File: config.mk
export PLATFORM = sky130hd
export DESIGN_NAME = fish_btn_conditioner_flat
export DESIGN_NICKNAME = d
export VERILOG_FILES = /design/src/rtl/fish_btn_if.sv /design/src/rtl/fish_btn_conditioner.sv /design/src/flat_wrapper.sv
export SDC_FILE = /design/constraint.sdc
export NUM_CORES = 1
export LEC_CHECK = 0
export CELL_PAD_IN_SITES_DETAIL_PLACEMENT = 0
export CELL_PAD_IN_SITES_GLOBAL_PLACEMENT = 1
export CORE_ASPECT_RATIO = 0.7
export CORE_MARGIN = 3
export CORE_UTILIZATION = 49
export CTS_BUF_LIST = sky130_fd_sc_hd__clkbuf_4 sky130_fd_sc_hd__clkbuf_8 sky130_fd_sc_hd__clkbuf_16
export DETAILED_ROUTE_END_ITERATION = 12
export GPL_ROUTABILITY_DRIVEN = 0
export PLACE_DENSITY = 0.87
export SLEW_MARGIN = 5
export SYNTH_ARGS = -nofsm -noshare
export SYNTH_HDL_FRONTEND = slang
export SYNTH_SLANG_ARGS = --single-unit
File: constraint.sdc
create_clock -name clk -period 2.9 [get_ports clk]
set_clock_uncertainty 0.15 [all_clocks]
set_input_delay 0.435 -clock clk [delete_from_list [all_inputs] [get_ports clk]]
set_output_delay 0.435 -clock clk [all_outputs]
set_load 0.005 [all_outputs]
File: src/rtl/fish_btn_if.sv
// rtl/fish_btn_if.sv - push-button bundle between board pins and the button conditioner
// Signals:
//   btn_raw  : raw asynchronous button pins, bit order {BtnD, BtnL, BtnR, BtnU, BtnC}
//   btn_db   : debounced level per button
//   btn_scen : one-cycle pulse per accepted press
//   btn_mcen : press pulse plus auto-repeat pulses while held
// Modports: master drives btn_raw and observes the conditioned outputs; slave is the conditioner.
interface fish_btn_if #(
    parameter int N_BTN = 5
);
    logic [N_BTN-1:0] btn_raw;
    logic [N_BTN-1:0] btn_db;
    logic [N_BTN-1:0] btn_scen;
    logic [N_BTN-1:0] btn_mcen;

    modport master (
        output btn_raw,
        input  btn_db,
        input  btn_scen,
        input  btn_mcen
    );

    modport slave (
        input  btn_raw,
        output btn_db,
        output btn_scen,
        output btn_mcen
    );
endinterface

File: src/rtl/fish_btn_conditioner.sv
// rtl/fish_btn_conditioner.sv - synchronize, debounce and edge-condition the board push-buttons
// Ports:
//   clk   : system clock, rising edge
//   rst_n : asynchronous active-low reset
//   btn   : fish_btn_if.slave (btn_raw in; btn_db, btn_scen, btn_mcen out, all registered)
// Macro FISH_BTN_REPEAT_EN: when defined, HELD buttons emit auto-repeat pulses on btn_mcen;
// when undefined, btn_mcen carries only the press pulse (identical to btn_scen).
module fish_btn_conditioner #(
    parameter int N_BTN           = 5,
    parameter int DEBOUNCE_CYCLES = 1000000,
    parameter int REPEAT_DELAY    = 50000000,
    parameter int REPEAT_PERIOD   = 10000000
) (
    input  logic       clk,
    input  logic       rst_n,
    fish_btn_if.slave  btn
);

    localparam int MAX_AB = (DEBOUNCE_CYCLES > REPEAT_DELAY) ? DEBOUNCE_CYCLES : REPEAT_DELAY;
    localparam int MAX_P  = (MAX_AB > REPEAT_PERIOD) ? MAX_AB : REPEAT_PERIOD;
    localparam int CW     = $clog2(MAX_P) + 1;

    localparam logic [CW-1:0] DB_LAST = CW'(DEBOUNCE_CYCLES - 1);
    localparam logic [CW-1:0] CNT_ONE = CW'(1);
`ifdef FISH_BTN_REPEAT_EN
    localparam logic [CW-1:0] DLY_LAST = CW'(REPEAT_DELAY - 1);
    localparam logic [CW-1:0] PER_LAST = CW'(REPEAT_PERIOD - 1);
`endif

    typedef enum logic [1:0] {
        IDLE = 2'd0,
        PCHK = 2'd1,
        HELD = 2'd2,
        RCHK = 2'd3
    } state_t;

    logic [N_BTN-1:0] meta_q;
    logic [N_BTN-1:0] sync_q;

    state_t           state_q [N_BTN];
    logic [CW-1:0]    cnt_q   [N_BTN];
    logic [N_BTN-1:0] db_q;
    logic [N_BTN-1:0] scen_q;
    logic [N_BTN-1:0] mcen_q;
`ifdef FISH_BTN_REPEAT_EN
    // Set once the first (REPEAT_DELAY) repeat has fired; later repeats use REPEAT_PERIOD.
    logic [N_BTN-1:0] rep_q;
`endif

    always_ff @(posedge clk or negedge rst_n) begin
        if (!rst_n) begin
            meta_q <= '0;
            sync_q <= '0;
        end else begin
            meta_q <= btn.btn_raw;
            sync_q <= meta_q;
        end
    end

    // One FSM per button; the shared counter is the debounce counter in PCHK/RCHK
    // and the repeat counter in HELD.
    always_ff @(posedge clk or negedge rst_n) begin
        if (!rst_n) begin
            for (int i = 0; i < N_BTN; i++) begin
                state_q[i] <= IDLE;
                cnt_q[i]   <= '0;
            end
            db_q   <= '0;
            scen_q <= '0;
            mcen_q <= '0;
`ifdef FISH_BTN_REPEAT_EN
            rep_q  <= '0;
`endif
        end else begin
            for (int i = 0; i < N_BTN; i++) begin
                scen_q[i] <= 1'b0;
                mcen_q[i] <= 1'b0;
                case (state_q[i])
                    IDLE: begin
                        db_q[i]  <= 1'b0;
                        cnt_q[i] <= '0;
                        if (sync_q[i]) begin
                            state_q[i] <= PCHK;
                            cnt_q[i]   <= CNT_ONE;
                        end
                    end
                    PCHK: begin
                        if (!sync_q[i]) begin
                            state_q[i] <= IDLE;
                            cnt_q[i]   <= '0;
                        end else if (cnt_q[i] == DB_LAST) begin
                            state_q[i] <= HELD;
                            db_q[i]    <= 1'b1;
                            scen_q[i]  <= 1'b1;
                            mcen_q[i]  <= 1'b1;
                            cnt_q[i]   <= '0;
`ifdef FISH_BTN_REPEAT_EN
                            rep_q[i]   <= 1'b0;
`endif
                        end else begin
                            cnt_q[i] <= cnt_q[i] + CNT_ONE;
                        end
                    end
                    HELD: begin
                        db_q[i] <= 1'b1;
                        if (!sync_q[i]) begin
                            state_q[i] <= RCHK;
                            cnt_q[i]   <= CNT_ONE;
                        end
`ifdef FISH_BTN_REPEAT_EN
                        else if (cnt_q[i] == (rep_q[i] ? PER_LAST : DLY_LAST)) begin
                            mcen_q[i] <= 1'b1;
                            rep_q[i]  <= 1'b1;
                            cnt_q[i]  <= '0;
                        end else begin
                            cnt_q[i] <= cnt_q[i] + CNT_ONE;
                        end
`endif
                    end
                    RCHK: begin
                        // Level stays high until the release is proven stable.
                        if (sync_q[i]) begin
                            state_q[i] <= HELD;
                            cnt_q[i]   <= '0;
`ifdef FISH_BTN_REPEAT_EN
                            rep_q[i]   <= 1'b0;
`endif
                        end else if (cnt_q[i] == DB_LAST) begin
                            state_q[i] <= IDLE;
                            db_q[i]    <= 1'b0;
                            cnt_q[i]   <= '0;
                        end else begin
                            cnt_q[i] <= cnt_q[i] + CNT_ONE;
                        end
                    end
                    default: begin
                        state_q[i] <= IDLE;
                        cnt_q[i]   <= '0;
                        db_q[i]    <= 1'b0;
                    end
                endcase
            end
        end
    end

    assign btn.btn_db   = db_q;
    assign btn.btn_scen = scen_q;
    assign btn.btn_mcen = mcen_q;

endmodule

File: src/flat_wrapper.sv
// flat-port wrapper written by rule: the top's interface ports become plain ports
module fish_btn_conditioner_flat 
#(
    parameter int N_BTN           = 5,
    parameter int DEBOUNCE_CYCLES = 1000000,
    parameter int REPEAT_DELAY    = 50000000,
    parameter int REPEAT_PERIOD   = 10000000
)
  (clk, rst_n, btn_btn_raw, btn_btn_db, btn_btn_scen, btn_btn_mcen);
  fish_btn_if #(.N_BTN(N_BTN)) btn_i ();
  input  logic clk;
  input  logic rst_n;
  input wire logic [$bits(btn_i.btn_raw)-1:0] btn_btn_raw;
  output wire logic [$bits(btn_i.btn_db)-1:0] btn_btn_db;
  output wire logic [$bits(btn_i.btn_scen)-1:0] btn_btn_scen;
  output wire logic [$bits(btn_i.btn_mcen)-1:0] btn_btn_mcen;
  assign btn_i.btn_raw = btn_btn_raw;
  assign btn_btn_db = btn_i.btn_db;
  assign btn_btn_scen = btn_i.btn_scen;
  assign btn_btn_mcen = btn_i.btn_mcen;
  fish_btn_conditioner #(.N_BTN(N_BTN), .DEBOUNCE_CYCLES(DEBOUNCE_CYCLES), .REPEAT_DELAY(REPEAT_DELAY), .REPEAT_PERIOD(REPEAT_PERIOD)) u_core (.clk(clk), .rst_n(rst_n), .btn(btn_i));
endmodule
# Word level (Yosys, flattened, before mapping)
# Cells that the tools add are included.
dict set report totals {
  output_inout_bits 15
  regBits 165
  wordCells 203
}
dict set report op_classes {
  reduce_logical 15
  eq_ne 60
  n_addsub 5
  muxes 105
}
# op n
set op_table {}
lappend op_table {{$mux 27} 20}
lappend op_table {{$pmux 27 s4} 5}
lappend op_table {{$add 27x1->27 const B} 5}
lappend op_table {{$eq 27x20->1 const B} 5}
lappend op_table {{$mux 2} 30}
lappend op_table {{$mux 1} 40}
lappend op_table {{$ne 2x1->1 const B} 20}
lappend op_table {{$pmux 2 s4} 5}
lappend op_table {{$reduce_and 4->1} 10}
lappend op_table {{$eq 2x2->1 const B} 10}
lappend op_table {{$ne 2x2->1 const B} 10}
lappend op_table {{$pmux 1 s4} 5}
lappend op_table {{$ne 3x1->1 const B} 5}
lappend op_table {{$ne 3x3->1 const B} 5}
lappend op_table {{$eq 2x1->1 const B} 5}
lappend op_table {{$logic_not 2->1} 5}

# Longest topological paths before layout
# Gate-level depths: netlist of run 1.
dict set report logic_depth {
  depth_word 4
  ltp_mapped 10
}

# Worst setup path after synthesis of run 1
# OpenSTA, ideal clock, no wires.
dict set report synth_timing {
  path_kind {register to register}
  start {register u_core.state_q[8] in the netlist's numbering}
  end {register u_core.cnt_q[131] in the netlist's numbering}
  stages_incl_launch_ff 11
  setup_slack_ps 574
  t_required_ps 2668
  n_path_buf 3
  arrival_ps 2094
  setup_ps 82
  cell_sequence {dfrtp_1 > inv_1 > ha_1 > clkbuf_1 > nand3b_1 > a21o_1 > a21oi_1 > buf_2 > buf_2 > nand2_1 > a31oi_1}
}
dict set report synth_between {
  elab_chain_len 2
}
# element line_no
set synth_rtl {}
lappend synth_rtl {{start, declared} fish_btn_conditioner.sv:40} ;# state_t state_q [N_BTN];
lappend synth_rtl {{start signal, assigned by index} fish_btn_conditioner.sv:65} ;# state_q[i] <= IDLE;
lappend synth_rtl {{start signal, assigned by index} fish_btn_conditioner.sv:83} ;# state_q[i] <= PCHK;
lappend synth_rtl {{start signal, assigned by index} fish_btn_conditioner.sv:89} ;# state_q[i] <= IDLE;
lappend synth_rtl {{$eq 2x2->1, or another cell as far along} fish_btn_conditioner.sv:78} ;# case (state_q[i])
lappend synth_rtl {{$pmux 27 s4 or $ne 2x2->1 (tied branches)} -}
lappend synth_rtl {{end signal, assigned by index} fish_btn_conditioner.sv:101} ;# cnt_q[i] <= cnt_q[i] + CNT_ONE;
lappend synth_rtl {{end signal, assigned by index} fish_btn_conditioner.sv:133} ;# cnt_q[i] <= cnt_q[i] + CNT_ONE;
lappend synth_rtl {{end, declared} fish_btn_conditioner.sv:41} ;# logic [CW-1:0] cnt_q [N_BTN];
# Several ways; a longest one is shown, not always the timed one.
# A chain may end at the register's enable or synchronous reset.

# Final worst setup path of run 1
dict set report layout_timing {
  start {register u_core.cnt_q[38] in the netlist's numbering}
  end {register u_core.cnt_q[39] in the netlist's numbering}
}
dict set report layout_between {
  elab_chain_len 4
}
# element line_no
set layout_rtl {}
lappend layout_rtl {{$add 27x1->27 or $eq 27x20->1 (tied branches)} -}
lappend layout_rtl {{$mux 27 *} {fish_btn_conditioner.sv:91, fish_btn_conditioner.sv:128}}
lappend layout_rtl {{$mux 27, on equally long branches} {fish_btn_conditioner.sv:122, fish_btn_conditioner.sv:88}}
lappend layout_rtl {{$pmux 27 s4 *} fish_btn_conditioner.sv:78}
# Every way passes the cells marked *; elsewhere a longest branch is shown, timed or not.

==> summary.txt, run 1 <==
Floorplan
  – # IOs: 22
  – Initial Util: 50.94%
  – Core area: 0.01837 sq mm
  – Die Wd: 171.2 um
  – FP Rows: 41
  – Die area: 0.02081 sq mm
  – Die Span Y: 121.6 um

Final layout
  – Area delta synth->final: 10.90%
  – Number of nets at the end of the flow: 1065
  – Fin area: 0.01038 sq mm
  – Seq. cell area: 0.004129 sq mm
  – Non-Filler Instances: 1277
  – Post-layout util: 56.49%
  – Area of the multi-input gates: 0.004868 sq mm
  – Fraction of layout cells with a size suffix above 1: 7.109%
  – Fill count: 1644
  – ANT cells: 0

Placed design
  – Placed Instances: 1244
  – Placed cell areas: 0.009807 sq mm
  – IO Port Bufs: 21
  – Post-DP HPWL: 13560 um
  – Dpl ws: 477.3 ps

Power and ir drop
  – Power per Cell Area: 691.4 mW/mm^2
  – Pleak: 4.176 nW
  – Max VDD drop: 0.3873 mV
  – Overall Power: 7.173 mW

Synthesis
  – Post-Synth Adder-Cell Area: 4.012%
  – Post-synth EDFFs: 0
  – Commonest cells in the netlist: dfrtp_1 (165), nand2_1 (92), nor2_1 (89)
  – Synthesized area per cell: 9.127 sq um
  – Most used DFF post-synth: dfrtp_1
  – Cell area after synthesis: 0.009355 sq mm
  – Post-Synth Simple-Gate Area: 26.03%
  – Cells after synthesis: 1025
  – Main area contributors after synthesis: dfrtp_1 (44%), a31oi_1 (4.5%), ha_1 (4.0%)
  – Netlist cell types: 65
  – Synth Area in Compound Gates: 16.25%
  – Seq/Total Area, Yosys: 44.14%
  – YS warnings: 0
  – Post-synthesis mux area share: 1.565%
  – Post-synthesis xor/xnor area fraction: 4.026%
  – Yosys top cell by area: dfrtp_1
  – Syn_nets: 1062
  – Most numerous cell in the Yosys netlist: dfrtp_1
  – Largest family of logic cells by synthesized area: simple AND/OR/NAND/NOR gates
  – Top-area cell type share of the netlist area: 44.14%
  – Synthesized flop and latch total: 165
  – Fraction of registers with async set/reset: 100.0%

Clocking
  – Htree depth: 4
  – Clock transition at the registers of the reported paths: 60 ps
  – Max clock buf depth: 2
  – Clk_lat worst skew: 420 ps
  – Clock tree from TritonCTS: yes
  – Setup bufs post-CTS: 0
  – CTS Sinks: 165
  – Clock root buffer: clkbuf_16
  – TritonCTS buffer count: 17

STA
  – Max Slew Vio Count: 0
  – Slew @ Worst Pin: 827.8 ps
  – Fin. Hold Viols: 0
  – Hold WS: 198.9 ps
  – Post-route clock period utilization: 86.02%
  – Min cycle time layout: 2494 ps
  – RSZ-0062 raised after global routing: no
  – Fmax: 0.4009 GHz
  – Final setup viols: 0
  – PnR worst setup slack: 405.5 ps
  – Slew headroom: 44.30%
  – Setup TNS: 0 ps

Setup path
  – Crit path kind: flop to flop
  – Worst setup EP type: flop
  – Setup crit start kind: flop
  – Worst Path Max Fanout: 20
  – CP Data Arrival Time: 2640 ps
  – Req. time, crit path: 3050 ps

Drt
  – Drt pass-1 iters: 6
  – WL final: 20340 um
  – Initial DRC count: 672
  – DRC Markers: 0
  – Vias: 7637
  – Drt wl/cell: 15.93 um
  – Vias per inst: 5.980
  – Antenna-violating nets left: 0

Hold path
  – Worst hold-check path type: flop to flop

Global routing
  – Overall routing resource usage: 20.38%
  – Grt total ovfl: 0
  – First-pass GRT wire length: 35000 um
  – Number of global-route vias before repair: 6938
  – Pin count of the biggest net entering global routing: 90
  – Antenna violations before repair: 0

Flow run
  – Maximum Capacitance Violations: 0

Run status
  – Run status: finished, final reports clean
power by group:
part | total [mW] | switching [mW] | internal (mW)
combinational | 2.31 | 1.40 | 0.906
clock | 2.15 | 0.927 | 1.22
sequential | 2.72 | 0.213 | 2.50
layer usage:
metal / vias to the layer above / part of all wire (%) / GRT usage [%]
met2: 168 / 41 / 27.77
met3: 12 / 4.3 / 3.698
li1: 3803 / - / -
met4: 0 / 0.84 / 5.176
met5: - / 0 / 0
met1: 3654 / 54 / 33.04
flip-flops by register name (all words and copies together) (netlist names), named ones only:
name and cells:
u_core.cnt_q 135, u_core.btn.btn_db 5, u_core.btn.btn_scen 5, u_core.meta_q 5, u_core.state_q 5, u_core.sync_q 5
layout by cell type (no fill, tap or decap), types with 4 or more instances in the layout:
cell,n
o21ai_0,31
and4_1,20
ha_1,30
and3_1,16
a22o_1,5
mux2i_1,9
nand2_1,92
mux2_2,5
nand3_1,61
clkbuf_16,17
a31oi_1,67
nand2b_1,15
nand4_1,33
nand3b_1,7
nor2b_1,5
o21bai_1,5
nor4_2,4
a41oi_1,15
clkinv_2,5
clkbuf_8,5
buf_4,9
xnor2_1,34
o31a_1,7
xor2_1,9
nor2_1,89
a21o_1,8
nor4b_1,11
and2_1,13
nor4_1,21
a21oi_1,61
nor3_1,36
buf_12,5
or4_1,6
inv_1,36
clkdlybuf4s50_1,20
dfrtp_1,165
final timing paths:
check,slack (ps),cells after the start,to,start
min in group asynchronous,310,2,async pin,rst_n
setup reg to reg,410,6,u_core.cnt_q[39]$_DFFE_PN0P_,u_core.cnt_q[38]$_DFFE_PN0P_
hold / removal,200,0,u_core.sync_q[2]$_DFF_PN0_,u_core.meta_q[2]$_DFF_PN0_
setup / recovery,410,6,u_core.cnt_q[39]$_DFFE_PN0P_,u_core.cnt_q[38]$_DFFE_PN0P_
hold reg to reg,200,0,u_core.sync_q[2]$_DFF_PN0_,u_core.meta_q[2]$_DFF_PN0_
max in group asynchronous,1490,3,u_core.cnt_q[76]$_DFFE_PN0N_,rst_n
critical path, cell delays in order (launching register included):
cell,delay [ps]
dfrtp_1,450
nor4b_1,430
and3_1,350
a211oi_2,180
nor2_1,480
buf_12,230
o21ai_0,100
cell families (layout without fill, tap and decap cells):
logic type,Yosys count,in the layout
multiplexers,14,14
flip-flops,165,165
XOR/XNOR,43,43
AND/OR/NAND/NOR,450,450
buffers and inverters,88,104
adder cells (fa/ha/maj),30,30
AO/OA/AOI/OAI,235,235
layout make-up:
type | count | area share [%]
Inverter | 36 | 1.302
Clock inverter | 8 | 0.4703
Clock buffer | 24 | 4.908
Timing Repair Buffer | 36 | 3.751
Tap cell | 236 | 2.846
Sequential cell | 165 | 39.80
Multi-Input combinational cell | 772 | 46.92
what timing repair did:
action                                 4_1_cts  5_1_grt
resized for setup                            0        0
hold buffers                                 1        0
endpoints found under the hold margin       28        0
No activity file was read; power rests on OpenSTA's default activity.
==> run 2: changes to the inputs <==
Settings changed: REMOVE_ABC_BUFFERS set to 1.
==> run 2 against run 1 <==
Net effect:
- first-iteration DRC count fell by 1.5%
- clock power rose by 15%
- sequential share of layout area fell by 0.33 points
- worst hold slack got worse by 1.2 ps
- fmax rose by 1.9%
- setup slack improved by 46 ps
- power rose by 3.9%
- final cell count rose by 0.55%
- die area did not move
- critical path depth rose by 1
- critical path type unchanged
==> summary.txt, run 2 (same netlist as run 1, synthesis figures left out) <==
Setup path
  – Buf+Inv Stages, Crit Path: 1 (unchanged)
  – Reg2Reg Setup Slack: 450 ps (+50 ps)
  – Crit path kind: flop to flop
  – CP top delay family: simple AND/OR/NAND/NOR gates
  – Critical Path Max Stage Delay: 710 ps (+230 ps)
  – RR Endpoint: u_core.cnt_q[13]$_DFFE_PN0P_
  – Worst Setup EP: u_core.cnt_q[13]$_DFFE_PN0P_
  – Worst Path Max Fanout: 7 (-65%)
  – Worst reg2reg path depth: 7 (+1)
  – Critical path, cell by cell: inv_1 > ha_1 > and2_1 > or4_1 > nor3_1 > xnor2_1 > nor2_1
  – Worst setup path startpoint: u_core.state_q[0]$_DFFE_PN0P_
  – Levels on crit path: 7 (+1)
  – Reg-to-reg startpoint: u_core.state_q[0]$_DFFE_PN0P_
  – CP Data Arrival Time: 2610 ps (-30 ps)
  – Worst setup EP type: flop
  – Req. time, crit path: 3060 ps (about the same)
  – Setup crit start kind: flop
  – Critical path's slowest cell: or4_1

Floorplan
  – Initial Util: 50.94% (unchanged)
  – Core area: 0.01837 sq mm (unchanged)
  – Die Wd: 171.2 um (unchanged)
  – FP Rows: 41 (unchanged)
  – # IOs: 22 (unchanged)
  – Die area: 0.02081 sq mm (unchanged)
  – Die Span Y: 121.6 um (unchanged)

Clocking
  – Max clock buf depth: 2 (unchanged)
  – Clk_lat worst skew: 430 ps (about the same)
  – Post-CTS sizing: 0 (unchanged)
  – TritonCTS buffer count: 17 (unchanged)
  – Clock transition at the registers of the reported paths: 70 ps (about the same)
  – Clock root buffer: clkbuf_16
  – CTS Sinks: 165 (unchanged)
  – Clock tree from TritonCTS: yes
  – Htree depth: 4 (unchanged)

Drt
  – Vias: 7650 (+0.17%)
  – Drt wl/cell: 15.90 um (-0.14%)
  – Antenna-violating nets left: 0 (unchanged)
  – Initial DRC count: 662 (-1.5%)
  – Drt pass-1 iters: 5 (-1)
  – WL final: 20420 um (+0.40%)
  – DRC Markers: 0 (unchanged)
  – Vias per inst: 5.958 (-0.38%)

Final layout
  – Area delta synth->final: 11.82%
  – ANT cells: 0 (unchanged)
  – Fraction of layout cells with a size suffix above 1: 7.729% (+0.62 points)
  – Most frequent cells in the layout: dfrtp_1 (165), nand2_1 (92), nor2_1 (89), a31oi_1 (67)
  – Biggest register: u_core.cnt_q
  – Number of nets at the end of the flow: 1072 (+0.66%)
  – Non-Filler Instances: 1284 (+0.55%)
  – Area of the multi-input gates: 0.004868 sq mm (unchanged)
  – Seq. cell area: 0.004129 sq mm (unchanged)
  – Max reg flops: 135 (unchanged)
  – Commonest non-fill, non-tap cell in the layout: dfrtp_1
  – Fill count: 1590 (-3.3%)

STA
  – Fin. Hold Viols: 0 (unchanged)
  – Final setup viols: 0 (unchanged)
  – RSZ-0062 raised after global routing: no
  – Slew @ Worst Pin: 841.7 ps (+13.90 ps)
  – Slew headroom: 43.37% (-0.94 points)
  – Post-route clock period utilization: 84.42% (-1.6 points)
  – Min cycle time layout: 2448 ps (-46.32 ps)
  – Max Slew Vio Count: 0 (unchanged)
  – Setup TNS: 0 ps (unchanged)
  – Fmax: 0.4085 GHz (+1.9%)
  – PnR worst setup slack: 451.8 ps (+46.32 ps)

Global routing
  – Number of global-route vias before repair: 6925 (-0.19%)
  – Overall routing resource usage: 20.35% (-0.027 points)
  – Grt total ovfl: 0 (unchanged)
  – Antenna violations before repair: 0 (unchanged)
  – First-pass GRT wire length: 34820 um (-0.49%)
  – Pin count of the biggest net entering global routing: 61 (-32%)

Power and ir drop
  – Net Sw Frac: 34.74% (-0.66 points)
  – Pleak: 4.222 nW (+1.1%)
  – Switching power of the nets: 2.590 mW (+2.0%)
  – Overall Power: 7.456 mW (+3.9%)
  – Comb power frac: 30.4% (-1.7 points)
  – Internal power: 4.865 mW (+5.0%)
  – Max VDD drop: 0.3894 mV (+0.54%)
  – Sequential Power Share: 36.3% (-1.6 points)
  – Clock power share: 33.2% (+3.2 points)
  – Power per Cell Area: 712.7 mW/mm^2 (+3.1%)

Placed design
  – Post-DP HPWL: 13600 um (+0.30%)
  – IO Port Bufs: 21 (unchanged)
  – Dpl ws: 492.7 ps (+15.41 ps)
  – Placed Instances: 1251 (+0.56%)

Flow run
  – Maximum Capacitance Violations: 0 (unchanged)

Hold path
  – Worst hold-check path type: flop to flop
  – Hold Crit Depth: 0 (unchanged)

Run status
  – Run status: finished, final reports clean
## run 2: cell count changes in the layout (fill, tap and decap cells not counted)
cell        previous run  this run
buf_12                 5         1
buf_4                  9        20
bufinv_16              0         4
clkbuf_4               2         1
clkbuf_8               5         1
clkinv_2               5         0
clkinvlp_4             2         3
inv_6                  0         5
## run 2: what timing repair did
| action | in CTS | in global routing |
|---|---|---|
| endpoints found under the hold margin | 56 | 0 |
| buffers inserted | 0 | 0 |
| hold buffers | 1 | 0 |
## run 2: stage by stage
stage	utilization (%)	hold slack [ps]	cell area, sq um
final	56.96	197.7	10460
after CTS	56.96	200.0	10460
after floorplan	-	-10.59	9117
after global routing	56.96	204.1	10460
after global placement	53.41	182.8	9809
after detailed placement	53.41	184.7	9809
## run 2: area by class of cell
type	instances	area share, %
clock buffer	19	4.270
clock inverter	13	1.866
inverter	36	1.292
multi-input combinational	772	46.54
sequential	165	39.47
tap	236	2.823
timing repair buffer	43	3.744
## run 2: power groups by stage
| stage | Clock, mW | Combinational, mW | Sequential [mW] |
|---|---|---|---|
| 2_1_floorplan | 0 | 1.61 | 2.71 |
| 3_3_place_gp | 0 | 2.23 | 2.74 |
| 3_5_place_dp | 0 | 2.26 | 2.75 |
| 4_1_cts | 2.52 | 2.27 | 2.71 |
| 5_1_grt | 2.62 | 2.60 | 2.75 |
| 6_report | 2.48 | 2.27 | 2.71 |
## run 2: worst min-delay path by stage
| stage | from | to | slack, ps |
|---|---|---|---|
| finish | u_core.meta_q[1]$_DFF_PN0_ | u_core.sync_q[1]$_DFF_PN0_ | 200 |
| CTS | u_core.meta_q[1]$_DFF_PN0_ | u_core.sync_q[1]$_DFF_PN0_ | 200 |
| detailed placement | u_core.meta_q[3]$_DFF_PN0_ | u_core.sync_q[3]$_DFF_PN0_ | 180 |
| global placement | u_core.meta_q[1]$_DFF_PN0_ | u_core.sync_q[1]$_DFF_PN0_ | 180 |
| global route | u_core.meta_q[1]$_DFF_PN0_ | u_core.sync_q[1]$_DFF_PN0_ | 200 |
| floorplan | rst_n | async pin | -10 |
## run 2: layer usage
| layer | GRT usage (%) | up-vias | part of all wire, % |
|---|---|---|---|
| li1 | - | 3818 | - |
| met1 | 32.91 | 3668 | 54 |
| met2 | 27.79 | 145 | 41 |
| met3 | 3.471 | 19 | 3.8 |
| met4 | 5.578 | 0 | 1.0 |
| met5 | 0 | - | 0 |
